===== config.mk =====
export PLATFORM = sky130hd
export DESIGN_NAME = output_conditioner_flat
export DESIGN_NICKNAME = d
export VERILOG_FILES = /design/src/rtl/output_conditioner_if.sv /design/src/rtl/output_conditioner.sv /design/src/flat_wrapper.sv
export SDC_FILE = /design/constraint.sdc
export NUM_CORES = 1
export LEC_CHECK = 0
export CORE_AREA = 4 4 41 43
export CTS_CLUSTER_DIAMETER = 120
export DETAILED_ROUTE_END_ITERATION = 12
export DIE_AREA = 0 0 45 47
export SLEW_MARGIN = 20
export SYNTH_ARGS = -nofsm -noshare
export SYNTH_HDL_FRONTEND = slang
export SYNTH_SLANG_ARGS = --single-unit

===== constraint.sdc =====
create_clock -name clk -period 2.8 [get_ports clk]
set_clock_uncertainty 0.1 [all_clocks]
set_input_delay 0.56 -clock clk [delete_from_list [all_inputs] [get_ports clk]]
set_output_delay 0.56 -clock clk [all_outputs]
set_load 0.01 [all_outputs]

===== src/rtl/output_conditioner_if.sv =====
// Request/level bundle between core logic (master) and the output conditioner (slave).
interface output_conditioner_if;
  logic rise_req;
  logic fall_req;
  logic pin;
  logic rising;
  logic falling;
  logic busy;
  logic conflict;
  logic drop;

  modport master (
    output rise_req, fall_req,
    input  pin, rising, falling, busy, conflict, drop
  );

  modport slave (
    input  rise_req, fall_req,
    output pin, rising, falling, busy, conflict, drop
  );
endinterface


===== src/rtl/output_conditioner.sv =====
// Turns one-cycle rise/fall requests into a pin level held at least HOLD cycles per transition.
// Define OUTCOND_PENDING_EN for a one-deep pending request buffer; otherwise blocked requests pulse drop.
module output_conditioner #(
  parameter int unsigned HOLD = 4
) (
  input  logic                clk,
  input  logic                reset,
  output_conditioner_if.slave bus
);

  localparam int unsigned CW = (HOLD > 1) ? $clog2(HOLD) : 1;
  localparam logic [CW-1:0] CNT_LOAD = CW'(HOLD - 1);

  logic          pin_q, pin_n;
  logic [CW-1:0] cnt_q, cnt_n;
  logic          rising_q, falling_q, conflict_q;
  logic          req, tgt;

`ifdef OUTCOND_PENDING_EN
  logic pv_q, pv_n;
  logic pt_q, pt_n;
`else
  logic drop_q, drop_n;
`endif

  always_comb begin
    req   = bus.rise_req ^ bus.fall_req;
    tgt   = bus.rise_req;
    pin_n = pin_q;
    cnt_n = (cnt_q != '0) ? cnt_q - CW'(1) : '0;
`ifdef OUTCOND_PENDING_EN
    pv_n  = pv_q;
    pt_n  = pt_q;
    if (cnt_q == '0 && !pv_q) begin
      if (req && tgt != pin_q) begin
        pin_n = tgt;
        cnt_n = CNT_LOAD;
      end
    end else begin
      if (cnt_q == '0) begin
        pin_n = pt_q;
        cnt_n = CNT_LOAD;
        pv_n  = 1'b0;
      end
      // Compared against pin_n so a request in the drain cycle sees the new level.
      if (req) begin
        if (tgt != pin_n) begin
          pv_n = 1'b1;
          pt_n = tgt;
        end else begin
          pv_n = 1'b0;
        end
      end
    end
`else
    drop_n = 1'b0;
    if (req && tgt != pin_q) begin
      if (cnt_q == '0) begin
        pin_n = tgt;
        cnt_n = CNT_LOAD;
      end else begin
        drop_n = 1'b1;
      end
    end
`endif
  end

  always_ff @(posedge clk) begin
    if (reset) begin
      pin_q      <= 1'b0;
      cnt_q      <= '0;
      rising_q   <= 1'b0;
      falling_q  <= 1'b0;
      conflict_q <= 1'b0;
`ifdef OUTCOND_PENDING_EN
      pv_q       <= 1'b0;
      pt_q       <= 1'b0;
`else
      drop_q     <= 1'b0;
`endif
    end else begin
      pin_q      <= pin_n;
      cnt_q      <= cnt_n;
      rising_q   <= pin_n & ~pin_q;
      falling_q  <= ~pin_n & pin_q;
      conflict_q <= bus.rise_req & bus.fall_req;
`ifdef OUTCOND_PENDING_EN
      pv_q       <= pv_n;
      pt_q       <= pt_n;
`else
      drop_q     <= drop_n;
`endif
    end
  end

  assign bus.pin      = pin_q;
  assign bus.rising   = rising_q;
  assign bus.falling  = falling_q;
  assign bus.conflict = conflict_q;
`ifdef OUTCOND_PENDING_EN
  assign bus.busy     = (cnt_q != '0) | pv_q;
  assign bus.drop     = 1'b0;
`else
  assign bus.busy     = (cnt_q != '0);
  assign bus.drop     = drop_q;
`endif

endmodule


===== src/flat_wrapper.sv =====
// flat-port wrapper written by rule: the top's interface ports become plain ports
module output_conditioner_flat 
#(
  parameter int unsigned HOLD = 4
)
  (clk, reset, bus_rise_req, bus_fall_req, bus_pin, bus_rising, bus_falling, bus_busy, bus_conflict, bus_drop);
  output_conditioner_if bus_i ();
  input  logic clk;
  input  logic reset;
  input wire logic [$bits(bus_i.rise_req)-1:0] bus_rise_req;
  input wire logic [$bits(bus_i.fall_req)-1:0] bus_fall_req;
  output wire logic [$bits(bus_i.pin)-1:0] bus_pin;
  output wire logic [$bits(bus_i.rising)-1:0] bus_rising;
  output wire logic [$bits(bus_i.falling)-1:0] bus_falling;
  output wire logic [$bits(bus_i.busy)-1:0] bus_busy;
  output wire logic [$bits(bus_i.conflict)-1:0] bus_conflict;
  output wire logic [$bits(bus_i.drop)-1:0] bus_drop;
  assign bus_i.rise_req = bus_rise_req;
  assign bus_i.fall_req = bus_fall_req;
  assign bus_pin = bus_i.pin;
  assign bus_rising = bus_i.rising;
  assign bus_falling = bus_i.falling;
  assign bus_busy = bus_i.busy;
  assign bus_conflict = bus_i.conflict;
  assign bus_drop = bus_i.drop;
  output_conditioner #(.HOLD(HOLD)) u_core (.clk(clk), .reset(reset), .bus(bus_i));
endmodule

# Word level (Yosys, flattened, before mapping)
# Index checks and enable logic that the tools add are counted.
# word_totals
regBits,7
inputBits,4
out_inout_bits,6
elab_cells,25
# classes
add_sub_neg,1
n_eq_ne,1
mux,6
bitwise_logic,7
reduce_logical,4
# op_table
cell,count
$mux 2,3
$and 1x1->1,3
$mux 1,3
$not 1->1,3
$logic_not 2->1,1
$reduce_bool 2->1,1
$reduce_or 2->1,1
$sub 2x1->2 const B,1
$logic_and 1x1->1,1
$ne 1x1->1,1
$xor 1x1->1,1

# Depth between registers and ports, before layout
# depth
depth_word,5
depth_mapped,3
ltp_nobuf,3

# Worst setup path before layout
# OpenSTA, ideal clock, no wires.
# synth_path
path_type,input-to-reg
from,in bus_fall_req
to,"reg u_core.rising_q, in the netlist u_core.bus.rising"
setup_time_ns,0.073
arrival_ns,1.482
required_ns,2.627
setup_slack_ns,1.146
stages,3
path_buffers,0
path_cell_list,ha_1 > or4b_4 > nor3b_2
# synth_via
elab_chain_cells,4
# synth_rtl
element,line_no,rtl
"start, declared",flat_wrapper.sv:11,input wire logic [$bits(bus_i.fall_req)-1:0] bus_fall_req;
$xor 1x1->1,output_conditioner.sv:27,req = bus.rise_req ^ bus.fall_req;
$logic_and 1x1->1,output_conditioner.sv:57,if (req && tgt != pin_q) begin
$mux 1,output_conditioner.sv:57,
$and 1x1->1,output_conditioner.sv:84,rising_q <= pin_n & ~pin_q;
"end signal, assigned",output_conditioner.sv:84,
"end, declared",output_conditioner.sv:16,"logic rising_q, falling_q, conflict_q;"
# Every way passes these cells.
# A chain may end at the register's enable or synchronous reset.

# Final worst setup path
# layout_path
from,in bus_rise_req
to,reg u_core.cnt_q[1]
# layout_via
elab_chain_cells,3
elab_cells_between_ends,4
cone_classes,1 x eq/ne; 1 x mux; 1 x bitwise; 1 x reduce/logical
# layout_rtl
element,line_no,rtl
"start, declared",flat_wrapper.sv:10,input wire logic [$bits(bus_i.rise_req)-1:0] bus_rise_req;
$xor 1x1->1 or $ne 1x1->1 (tied branches),"output_conditioner.sv:27, output_conditioner.sv:57",
$logic_and 1x1->1 *,output_conditioner.sv:57,
$mux 2 *,output_conditioner.sv:57,
"end signal, assigned",output_conditioner.sv:83,cnt_q <= cnt_n;
"end, declared",output_conditioner.sv:15,"logic [CW-1:0] cnt_q, cnt_n;"
# Mark *: on every way between the ends. The rest lies on a longest branch, timed or not.

==> flow_metrics.env <==
export IMPL_postSynthCellCount=25
export IMPL_clockRootBuffer="clkbuf_4"
export IMPL_worst_ep_required_time_ns=2.87
export IMPL_ys_seq_elements=7
export IMPL_wl_per_cell_um=10.7
export IMPL_hold_path_end="u_core.cnt_q[0]"
export IMPL_cts_tree="done"
export IMPL_rr_startpoint="u_core.cnt_q[0]"
export IMPL_path_max_fanout=5
export IMPL_synth_area_top_cells="dfxtp_1 (49%), nor3b_2 (8.8%), or4b_4 (4.8%), ha_1 (4.4%), nand2b_1 (4.4%)"
export IMPL_final_max_slew_viol_count=0
export IMPL_gr_total_overflow=0
export IMPL_rr_worst_depth=2
export IMPL_synthesis_area_um2=285
export IMPL_dr_total_vias=213
export IMPL_crit_type="input port to flop"
export IMPL_clock_sinks=7
export IMPL_finalSetupViolations=0
export IMPL_antenna_found_initial=0
export IMPL_die_w_um=45
export IMPL_drc=0
export IMPL_die_height_um=47
export IMPL_avgSynthCellArea_um2=11.4
export IMPL_tightest_slew_ns=0.318
export IMPL_clk_pin_slew_ns=0.05
export IMPL_gp_congestion=0.662
export IMPL_grt_pass1_wl_mm=1.04
export IMPL_finalCritPeriodShare=0.731
export IMPL_track_usage=0.0721
export IMPL_syn_nets=30
export IMPL_worst_slack_ns=0.754
export IMPL_synth_commonest_cells="dfxtp_1 (7), nand2b_1 (2), nor2_1 (2), nor3b_2 (2)"
export IMPL_final_hold_viol_count=0
export IMPL_die_area_mm2=0.00212
export IMPL_synth_edf_count=0
export IMPL_postCtsSetupRepairBufs=0
export IMPL_rsz0062_at_grt="no"
export IMPL_row_count=13
export IMPL_insertion_delay_ns=0.25
export IMPL_first_pass_iters=2
export IMPL_crit_path_start_kind="input port"
export IMPL_dpl_worst_slack_ns=0.498
export IMPL_yosysWarningCount=0
export IMPL_fmax_mhz=489
export IMPL_rrSetupSlack_ns=1.56
export IMPL_initial_core_util=0.219
export IMPL_synth_top_area_share=0.491
export IMPL_clk_path_buf_depth=2
export IMPL_post_cts_resize_count=0
export IMPL_relSlewSlack=0.787
export IMPL_status="complete, no violations"
export IMPL_ys_seq_area_frac=0.491
export IMPL_peakVddDrop_v=0.000260
export IMPL_hold_path_depth=1
export IMPL_cts_max_level=1
export IMPL_synth_distinct_cells=16
export IMPL_pwr_density_cell_mw_per_mm2=604
export IMPL_fin_nets=44
export IMPL_final_min_clock_period_ns=2.05
export IMPL_r2r_end="u_core.cnt_q[1]"
export IMPL_p_leak_uw=0.000157
export IMPL_arrival_ns=2.11
export IMPL_ys_flop_type="dfxtp_1"
export IMPL_fin_setup_tns_ns=0
export IMPL_holdCritStartpoint="u_core.cnt_q[1]"
export IMPL_hp_class="flop to flop"
export IMPL_ys_async_sr_fraction=0
export IMPL_cts_buffers_inserted=3
export IMPL_maxCapViolations=0
export IMPL_drt_initial_drc_count=1
export IMPL_cts_hold_buf=0
export IMPL_grt_max_degree=9
export IMPL_endpoint_kind="flop"
export IMPL_synth_top_area_cell="dfxtp_1"
export IMPL_drive_above_1_share=0.184
export IMPL_ant_nets=0
export IMPL_portBuffers=9
export IMPL_synth_most_common_cell="dfxtp_1"
export IMPL_io_pins=10
export IMPL_core_area_mm2=0.00130
export IMPL_insertedDiodeCount=0
export IMPL_wirelength_um=566
export IMPL_grt_pass1_vias=220
export IMPL_routed_via_density=4.02
export IMPL_syn2layout_area_growth_pct=47.4
kinds of logic after synthesis:
kind of cell | after synthesis | share of synthesized area
multiplexers | 1 | 0.0351
XOR/XNOR | 1 | 0.0307
buffers and inverters | 1 | 0.0131
AO/OA/AOI/OAI | 2 | 0.0527
flip-flops | 7 | 0.491
adder cells (fa/ha/maj) | 1 | 0.0439
AND/OR/NAND/NOR | 12 | 0.333
cells in the final DEF, fill, tap and decap left out:
| cell | count |
|---|---|
| inv_1 | 1 |
| nor2_1 | 2 |
| nand2b_1 | 2 |
| nor3b_1 | 1 |
| clkbuf_1 | 1 |
| nor3b_2 | 2 |
| o2bb2ai_1 | 1 |
| mux2i_1 | 1 |
| xnor2_1 | 1 |
| or4b_4 | 1 |
| clkdlybuf4s50_1 | 9 |
| ha_1 | 1 |
| or3b_2 | 1 |
| clkbuf_4 | 3 |
| nand2_1 | 1 |
| dfxtp_1 | 7 |
| nor4b_1 | 1 |
| and2b_1 | 1 |
| o22ai_1 | 1 |
worst max path at each step:
| stage | from | end | slack [ns] | cells after the start |
|---|---|---|---|---|
| detailed placement | bus_rise_req | u_core.bus.rising | 0.50 | 4 |
| floorplan | bus_fall_req | u_core.bus.rising | 1.15 | 3 |
| global placement | bus_rise_req | u_core.cnt_q[1] | 0.51 | 4 |
| global route | bus_rise_req | u_core.cnt_q[1] | 0.68 | 4 |
| finish | bus_rise_req | u_core.cnt_q[1] | 0.75 | 4 |
| CTS | bus_rise_req | u_core.cnt_q[1] | 0.76 | 4 |
flip-flops by register name (all words and copies together) (netlist names):
register,flops
u_core.bus.falling,1
u_core.cnt_q,2
u_core.bus.drop,1
u_core.bus.conflict,1
u_core.bus.rising,1
u_core.bus.pin,1
routing by layer:
metal  up-vias  track usage  wire (um)
met2        10       0.0932        203
li1        115            -          -
met4         0       0.0526          0
met5         -            0          0
met1        88       0.0870        291
met3         0       0.0421         71
where the power goes:
| part | switching (uW) | leakage [uW] | internal [uW] |
|---|---|---|---|
| clock | 36.2 | 0.0000150 | 54.3 |
| combinational | 19.6 | 0.0000853 | 29.3 |
| sequential | 7.45 | 0.0000572 | 107 |
| total | 63.3 | 0.000157 | 191 |
worst max-delay path, cell delays in order:
cell,delay [ns]
clkdlybuf4s50_1,0.51
ha_1,0.38
or4b_4,0.49
o22ai_1,0.17
final cells by class:
type / count / area (um^2)
inverters: 1 / 3.75
well taps: 15 / 18.8
clock buffers: 4 / 26.3
repair buffers: 9 / 90.1
flip-flops and latches: 7 / 140
multi-input cells: 17 / 141
fillers: 149 / 881
per-stage QoR:
step,instance area [um^2],util,instances,hold WS [ns],total power (uW)
after floorplan,285,-,25,0.383,141
after global placement,394,0.303,49,0.411,165
after detailed placement,394,0.303,49,0.411,166
after CTS,420,0.323,53,0.417,261
after global routing,420,0.323,53,0.446,273
final,420,0.323,53,0.418,254
Note: power is estimated with default switching activity, not from simulation.
